File: src/rtl/serial_add_pkg.sv
// Shared encodings and defaults for the bit-serial add/subtract sequencer.
package serial_add_pkg;

  localparam int DEFAULT_WIDTH = 8;

  typedef enum logic [1:0] {
    S_IDLE = 2'b00,
    S_RUN  = 2'b01,
    S_DONE = 2'b10
  } state_e;

endpackage

File: src/rtl/FULL_ADDER.sv
// One-bit full-adder cell, the only arithmetic element of the serial datapath.
module FULL_ADDER (
  input  logic A,
  input  logic B,
  input  logic CI,
  output logic S,
  output logic CO
);

  assign S  = A ^ B ^ CI;
  assign CO = (A & B) | (CI & (A ^ B));

endmodule

File: src/rtl/shift_reg_pl.sv
// Parallel-load right-shift register with serial input, sync clear and async active-low clear.
module shift_reg_pl
  import serial_add_pkg::*;
#(
  parameter int WIDTH = DEFAULT_WIDTH
) (
  input  logic             clk,
  input  logic             rst_n,
  input  logic             clr,
  input  logic             load,
  input  logic             shift,
  input  logic [WIDTH-1:0] load_val,
  input  logic             ser_in,
  output logic [WIDTH-1:0] q
);

  logic [WIDTH-1:0] q_q;
  logic [WIDTH-1:0] q_d;

  // Clear beats load beats shift; new bits enter at the MSB.
  always_comb begin
    q_d = q_q;
    if (clr) begin
      q_d = '0;
    end else if (load) begin
      q_d = load_val;
    end else if (shift) begin
      q_d = {ser_in, q_q[WIDTH-1:1]};
    end
  end

  always_ff @(posedge clk or negedge rst_n) begin
    if (!rst_n) begin
      q_q <= '0;
    end else begin
      q_q <= q_d;
    end
  end

  assign q = q_q;

endmodule

File: src/rtl/serial_add_sequencer.sv
// Bit-serial add/subtract: one full-adder cell stepped LSB first over WIDTH cycles,
// result presented under a DONE/ACK handshake.
module serial_add_sequencer
  import serial_add_pkg::*;
#(
  parameter int WIDTH = DEFAULT_WIDTH
) (
  input  logic             CLK,
  input  logic             RST_N,
  input  logic             START,
  input  logic             SUB,
  input  logic [WIDTH-1:0] A,
  input  logic [WIDTH-1:0] B,
  input  logic             ACK,
  output logic             BUSY,
  output logic             DONE,
  output logic [WIDTH-1:0] RESULT,
  output logic             COUT,
  output logic             OVF
);

  localparam int CW = $clog2(WIDTH);

  state_e          state_q, state_d;
  logic            carry_q, carry_d;
  logic [CW-1:0]   count_q, count_d;
  logic            cout_q, cout_d;
  logic            ovf_q, ovf_d;
  logic            busy_q, busy_d;
  logic            done_q, done_d;

  logic            load_ops;
  logic            shift_en;
  logic            clr_all;
  logic            last_bit;
  logic            fa_sum;
  logic            fa_co;
  logic [WIDTH-1:0] sa_q;
  logic [WIDTH-1:0] sb_q;
  logic [WIDTH-1:0] res_q;
  logic [WIDTH-1:0] b_load;
  logic             unused_op_bits;

  // Subtraction is A + ~B + 1: invert B at load and seed the carry with SUB.
  assign b_load   = SUB ? ~B : B;
  assign last_bit = (count_q == CW'(WIDTH - 1));

  always_comb begin
    state_d  = state_q;
    carry_d  = carry_q;
    count_d  = count_q;
    cout_d   = cout_q;
    ovf_d    = ovf_q;
    load_ops = 1'b0;
    shift_en = 1'b0;
    clr_all  = 1'b0;
    unique case (state_q)
      S_IDLE: begin
        if (START) begin
          load_ops = 1'b1;
          carry_d  = SUB;
          count_d  = '0;
          state_d  = S_RUN;
        end
      end
      S_RUN: begin
        shift_en = 1'b1;
        carry_d  = fa_co;
        count_d  = count_q + 1'b1;
        if (last_bit) begin
          cout_d  = fa_co;
          ovf_d   = carry_q ^ fa_co;
          state_d = S_DONE;
        end
      end
      S_DONE: begin
        if (ACK) begin
          if (START) begin
            load_ops = 1'b1;
            carry_d  = SUB;
            count_d  = '0;
            state_d  = S_RUN;
          end else begin
            state_d = S_IDLE;
          end
        end
      end
      default: begin
        // Unreachable encoding: drop everything back to the reset picture.
        clr_all = 1'b1;
        carry_d = 1'b0;
        count_d = '0;
        cout_d  = 1'b0;
        ovf_d   = 1'b0;
        state_d = S_IDLE;
      end
    endcase
    busy_d = (state_d == S_RUN);
    done_d = (state_d == S_DONE);
  end

  always_ff @(posedge CLK or negedge RST_N) begin
    if (!RST_N) begin
      state_q <= S_IDLE;
      carry_q <= 1'b0;
      count_q <= '0;
      cout_q  <= 1'b0;
      ovf_q   <= 1'b0;
      busy_q  <= 1'b0;
      done_q  <= 1'b0;
    end else begin
      state_q <= state_d;
      carry_q <= carry_d;
      count_q <= count_d;
      cout_q  <= cout_d;
      ovf_q   <= ovf_d;
      busy_q  <= busy_d;
      done_q  <= done_d;
    end
  end

  shift_reg_pl #(.WIDTH(WIDTH)) u_sreg_a (
    .clk      (CLK),
    .rst_n    (RST_N),
    .clr      (clr_all),
    .load     (load_ops),
    .shift    (shift_en),
    .load_val (A),
    .ser_in   (1'b0),
    .q        (sa_q)
  );

  shift_reg_pl #(.WIDTH(WIDTH)) u_sreg_b (
    .clk      (CLK),
    .rst_n    (RST_N),
    .clr      (clr_all),
    .load     (load_ops),
    .shift    (shift_en),
    .load_val (b_load),
    .ser_in   (1'b0),
    .q        (sb_q)
  );

  // The result register is never loaded; WIDTH shifts fully replace its contents.
  shift_reg_pl #(.WIDTH(WIDTH)) u_sreg_res (
    .clk      (CLK),
    .rst_n    (RST_N),
    .clr      (clr_all),
    .load     (1'b0),
    .shift    (shift_en),
    .load_val ('0),
    .ser_in   (fa_sum),
    .q        (res_q)
  );

  FULL_ADDER u_fa (
    .A  (sa_q[0]),
    .B  (sb_q[0]),
    .CI (carry_q),
    .S  (fa_sum),
    .CO (fa_co)
  );

  // Only the LSB of each operand register feeds the adder.
  assign unused_op_bits = ^{sa_q[WIDTH-1:1], sb_q[WIDTH-1:1]};

  assign BUSY   = busy_q;
  assign DONE   = done_q;
  assign RESULT = res_q;
  assign COUT   = cout_q;
  assign OVF    = ovf_q;

endmodule

File: config.mk
export PLATFORM = sky130hd
export DESIGN_NAME = serial_add_sequencer
export DESIGN_NICKNAME = d
export VERILOG_FILES = /design/src/rtl/serial_add_pkg.sv /design/src/rtl/FULL_ADDER.sv /design/src/rtl/shift_reg_pl.sv /design/src/rtl/serial_add_sequencer.sv
export SDC_FILE = /design/constraint.sdc
export NUM_CORES = 1
export LEC_CHECK = 0
export ABC_AREA = 1
export BUFFER_PORTS_ARGS = -buffer_cell sky130_fd_sc_hd__buf_2
export CORE_MARGIN = 1.5
export CORE_UTILIZATION = 30
export DETAILED_ROUTE_END_ITERATION = 10
export PLACE_DENSITY = 0.5
export SYNTH_ARGS = -nofsm -noshare
export SYNTH_HDL_FRONTEND = slang
export SYNTH_HIERARCHICAL = 1
export SYNTH_SLANG_ARGS = --single-unit
File: constraint.sdc
create_clock -name CLK -period 1.6 [get_ports CLK]
set_input_delay 0.16 -clock CLK [delete_from_list [all_inputs] [get_ports CLK]]
set_output_delay 0.16 -clock CLK [all_outputs]
set_load 0.02 [all_outputs]
======== Word-level counts from Yosys, hierarchy flattened ========
Index checks and enable logic that the tools add are counted.
word-level totals
  bits in registers ....................... 34
  logic and storage cells ................. 60
operators by class
  add/sub/neg operators ................... 1
  equal/unequal tests ..................... 9
  mux-type cells .......................... 28
  bitwise logic cells ..................... 8
  reductions and logical operators ........ 4
operators by type and width
  kind                 number
  $mux 8               9
  $pmux 3 s3           1
  $mux 1               8
  $not 8->8            1
  $mux 2               3
  $mux 3               2
  $pmux 1 s2           3
  $pmux 2 s3           1
  $eq 2x1->1 const B   2
  $eq 2x2->1 const B   2
  $ne 2x2->1 const B   2
  $add 3x1->3 const B  1
  $eq 3x3->1 const B   1
  $ne 3x1->1 const B   1
  $pmux 1 s3           1
  $reduce_or 3->1      1
  $xor 1x1->1          3
  $and 1x1->1          2
  $logic_not 2->1      1
  $ne 2x1->1 const B   1
  $reduce_and 2->1     1
  $reduce_or 2->1      1
  $not 1->1            1
  $or 1x1->1           1

======== Depth between registers and ports, before layout ========
  depth in word-level cells ............... 6
  mapped depth ............................ 10

======== Cells and area by module ========
Netlist, hierarchy kept.
by module, submodules not included
  module                instances  cells each  area each (um2)  seq. area each (um2)
  shift_reg_pl          3          61          449.2            200.2
  serial_add_sequencer  1          62          531.8            250.2
  FULL_ADDER            1          1           20.0             0.0

======== Least setup slack after synthesis ========
No wires, ideal clock.
  kind .................................... reg2reg
  start point ............................. register state_q[0]
  end point ............................... register u_sreg_a.q_q[6], in the netlist u_sreg_a/q[6]
  library setup time ...................... 0.117 ns
  arrival time ............................ 1.230 ns
  data required time ...................... 1.483 ns
  slack ................................... 0.252 ns
  cell stages (with the launch flop) ...... 6
  path buffers ............................ 0
  period minus slack after synthesis ...... 1.348 ns
  path through ............................ dfrtp_1 nand2_1 inv_1 inv_1 nand3_1 nand2_1
between the ends
  word-level cells in the longest chain between the ends .. 4
  elaborated cells on any way between the ends .. 9
RTL lines
  what                                                  RTL line                     source
  start: declaration                                    serial_add_sequencer.sv:24   state_e state_q, state_d;
  start signal: assignment                              serial_add_sequencer.sv:112  state_q <= state_d;
  $eq 2x2->1 / $logic_not 2->1 (equally long branches)  serial_add_sequencer.sv:57   unique case (state_q)
  $pmux 1 s2                                            serial_add_sequencer.sv:57
  $mux 8                                                shift_reg_pl.sv:25           end else if (load) begin
  $mux 8                                                shift_reg_pl.sv:23           if (clr) begin
  end signal: assignment                                shift_reg_pl.sv:36           q_q <= q_d;
  end: declaration                                      shift_reg_pl.sv:17           logic [WIDTH-1:0] q_q;
Parallel ways exist; a longest one is shown, timed or not.
A chain may end at the register's enable or synchronous reset.

======== Worst setup path in the final report ========
  start point ............................. register state_q[0]
  end point ............................... register u_sreg_res.q_q[0], in the netlist u_sreg_res/q[0]
between the ends
  word-level cells in the longest chain between the ends .. 3
  elaborated cells on any way between the ends .. 7
RTL lines
  what                    RTL line                    source
  $eq 2x1->1              serial_add_sequencer.sv:57
  $mux 1                  serial_add_sequencer.sv:57
  named net shift_en      serial_add_sequencer.sv:33  logic shift_en;
  $ne 2x1->1 (no line)    n/a
  end signal: assignment  shift_reg_pl.sv:36
  end: declaration        shift_reg_pl.sv:17
The timed path passes the listed nets, and every way through them passes these cells.

==> metrics.txt <==
Mapped Cells=around 250; Die W=just over 80 um; largest net degree at the start of global routing=35; first-pass GRT wire length=6470 um; period utilization=between 90 and 100%; path type of the worst setup path=reg -> reg; pwr dens=roughly 1700 nW/um^2; Max-cap violations=0; Die H=~83 um; top cell type's share of synthesized area=44.8%; Post-synth top cells=nand2_1, dfrtp_1, nand3_1; detailed-route via count=roughly 1,600; top cells by area, synth=dfrtp_1, nand2_1, nand3_1, nor2_8, xor2_1; vias in the first global route=between 1,000 and 1,500; synth unique cells=17; Pins Over Slew Limit=0; GRT Overall Usage=between 10% and 20%; clk_skew=between 8 and 9 ps; IO Pins=33; crit end category=register; Psw=around 1.7 mW; clk_lat worst skew=280 ps; number of nets with antenna violations after routing=0; ANT cells=0; Combinational Power Share=a little under half; flops & latches, synth=34; GP Congestion=0.804; Reg clk slew, reported paths=70 ps; YS warnings=6; status=finished, final reports clean; required time of the critical path=1820 ps; drt total wl=just under 4000 um; DRC=0; Mean Syn Cell Area=7.72 um^2; die area=about 6800 um^2; dominant cell type by area after synthesis=dfrtp_1; layout cells sized above 1=between 10% and 20%; Via density=between 4 and 5; setup violators final=0; Max Fclk=approximately 680 MHz; largest fanout on the critical path=9; Final Hold Fails=0; CTS Root Cell=clkbuf_8; initial DRC count=77; worst endpoint data arrival time=about 1700 ps; Final #Nets=between 300 and 400; ys async rst share=100%; Post-CTS Setup Inserts=0; Starting Density=31.5%; Power Total=just under 4 mW; Initial DRT Pass Iterations=6; initial antenna violation count=0; crit path launch type=register; Max Root-Sink Buffers=2; area of the mapped netlist=~1900 um^2; clk sinks=34; Final Hold Slack=171 ps; Wirelength per Cell=roughly 11 um; Hold Crit Class=in -> reg; Sum Neg Setup Slack=0 ps; Placement Rows=28; Seq/Total Area, Yosys=between 40% and 50%; Leak Pwr=1.29 nW; Flop pwr share=38.1%; worst-margin pin slew=about 560 ps; RSZ-0062 raised after global routing=no; aggregate global routing overflow=0; Buffers on Ports=32; CTS Buf Count=5; Post-synth EDFFs=0; maximum vdd drop=around 0.0006 V; Slew headroom=around 63%; Place WS=roughly 130 ps; sw frac=about 43%; Clk pwr share=15.4%; Final Critical Period=between 1000 and 1500 ps; most used flip-flop cell after synthesis=dfrtp_1; top-count cell post-synth=nand2_1; Core Util, Final=approximately two fifths; Layout area overhead=20.8%; CTS tree=built; final worst slack=between 100 and 150 ps; H-tree depth=2; Internal Power=2.18 mW; core footprint=about 6000 um^2; hpwl dp=between 2000 and 3000 um
## registers in the layout, indices dropped and copies added, names as in the netlist
signal,count
u_sreg_a/q,8
u_sreg_b/q,8
u_sreg_res/q,8
count_q,3
state_q,2
BUSY,1
COUT,1
DONE,1
OVF,1
carry_q,1
## layer usage
layer,track usage (%),wire [um],share of wire (%),up-vias
met5,0,0,0,-
met4,5.00,41,1.0,0
met3,3.30,177,4.5,4
met2,19.5,1810,46,36
met1,17.3,1940,49,710
li1,-,-,-,862
## cell families (layout without fill, tap and decap cells)
| group | after synthesis | after routing | share of synthesized area (%) |
|---|---|---|---|
| AND/OR/NAND/NOR | 176 | 176 | 42.2 |
| other | 1 | 11 | 0.197 |
| buffers and inverters | 17 | 57 | 4.61 |
| adder cells (fa/ha/maj) | 3 | 3 | 2.37 |
| XOR/XNOR | 9 | 9 | 4.15 |
| flip-flops | 34 | 34 | 44.8 |
| AO/OA/AOI/OAI | 6 | 6 | 1.71 |
## layout make-up
type	count	area (um^2)
fillers	658	3730
multi-input cells	205	998
flip-flops and latches	34	851
repair buffers	37	225
well taps	75	93.8
clock buffers	7	76.3
inverters	13	48.8
## final timing paths
kind	slack, ps	to	cells after the start	start
max	130	u_sreg_res/q[0]	6	state_q[0]
min	170	u_sreg_a/q[5]	5	A[5]
max reg2reg	130	u_sreg_res/q[0]	6	state_q[0]
min reg2reg	470	OVF	2	OVF
max in group asynchronous	1050	count_q[1]	3	RST_N
min in group asynchronous	360	u_sreg_res/q[4]	3	RST_N
## critical path: stages, from the launching register on
cell and delay, ps:
dfrtp_1 460, nand2_2 130, inv_1 440, nor2_8 110
nor2_8 150, nand2_1 70, nand2_1 60
## cell usage in the layout, fill, tap and decap left out, types with 3 or more instances in the layout
master and n:
conb_1 11, nor2_8 6, inv_1 10, dfrtp_1 34, nand3_1 30, buf_2 32, o21ai_0 4, nand2_1 137
clkbuf_8 5, inv_2 3, xor2_1 9
## per-stage QoR
stage,std cells,cell area [um^2]
2_1_floorplan,256,1940
3_3_place_gp,363,2210
3_5_place_dp,363,2210
4_1_cts,371,2290
5_1_grt,371,2290
6_report,371,2290
## power groups by stage
| stage | clock network (mW) | registers, mW | logic (mW) |
|---|---|---|---|
| detailed placement | 0 | 1.48 | 1.81 |
| global route | 0.668 | 1.52 | 2.04 |
| floorplan | 0 | 1.59 | 1.21 |
| finish | 0.594 | 1.47 | 1.79 |
| global placement | 0 | 1.48 | 1.80 |
| CTS | 0.622 | 1.47 | 1.81 |
## what timing repair did
action	CTS	global route
endpoints found under the hold margin	34	0
hold buffers	1	0
gates resized for setup	0	0
Power figures use the tool's default switching activity.
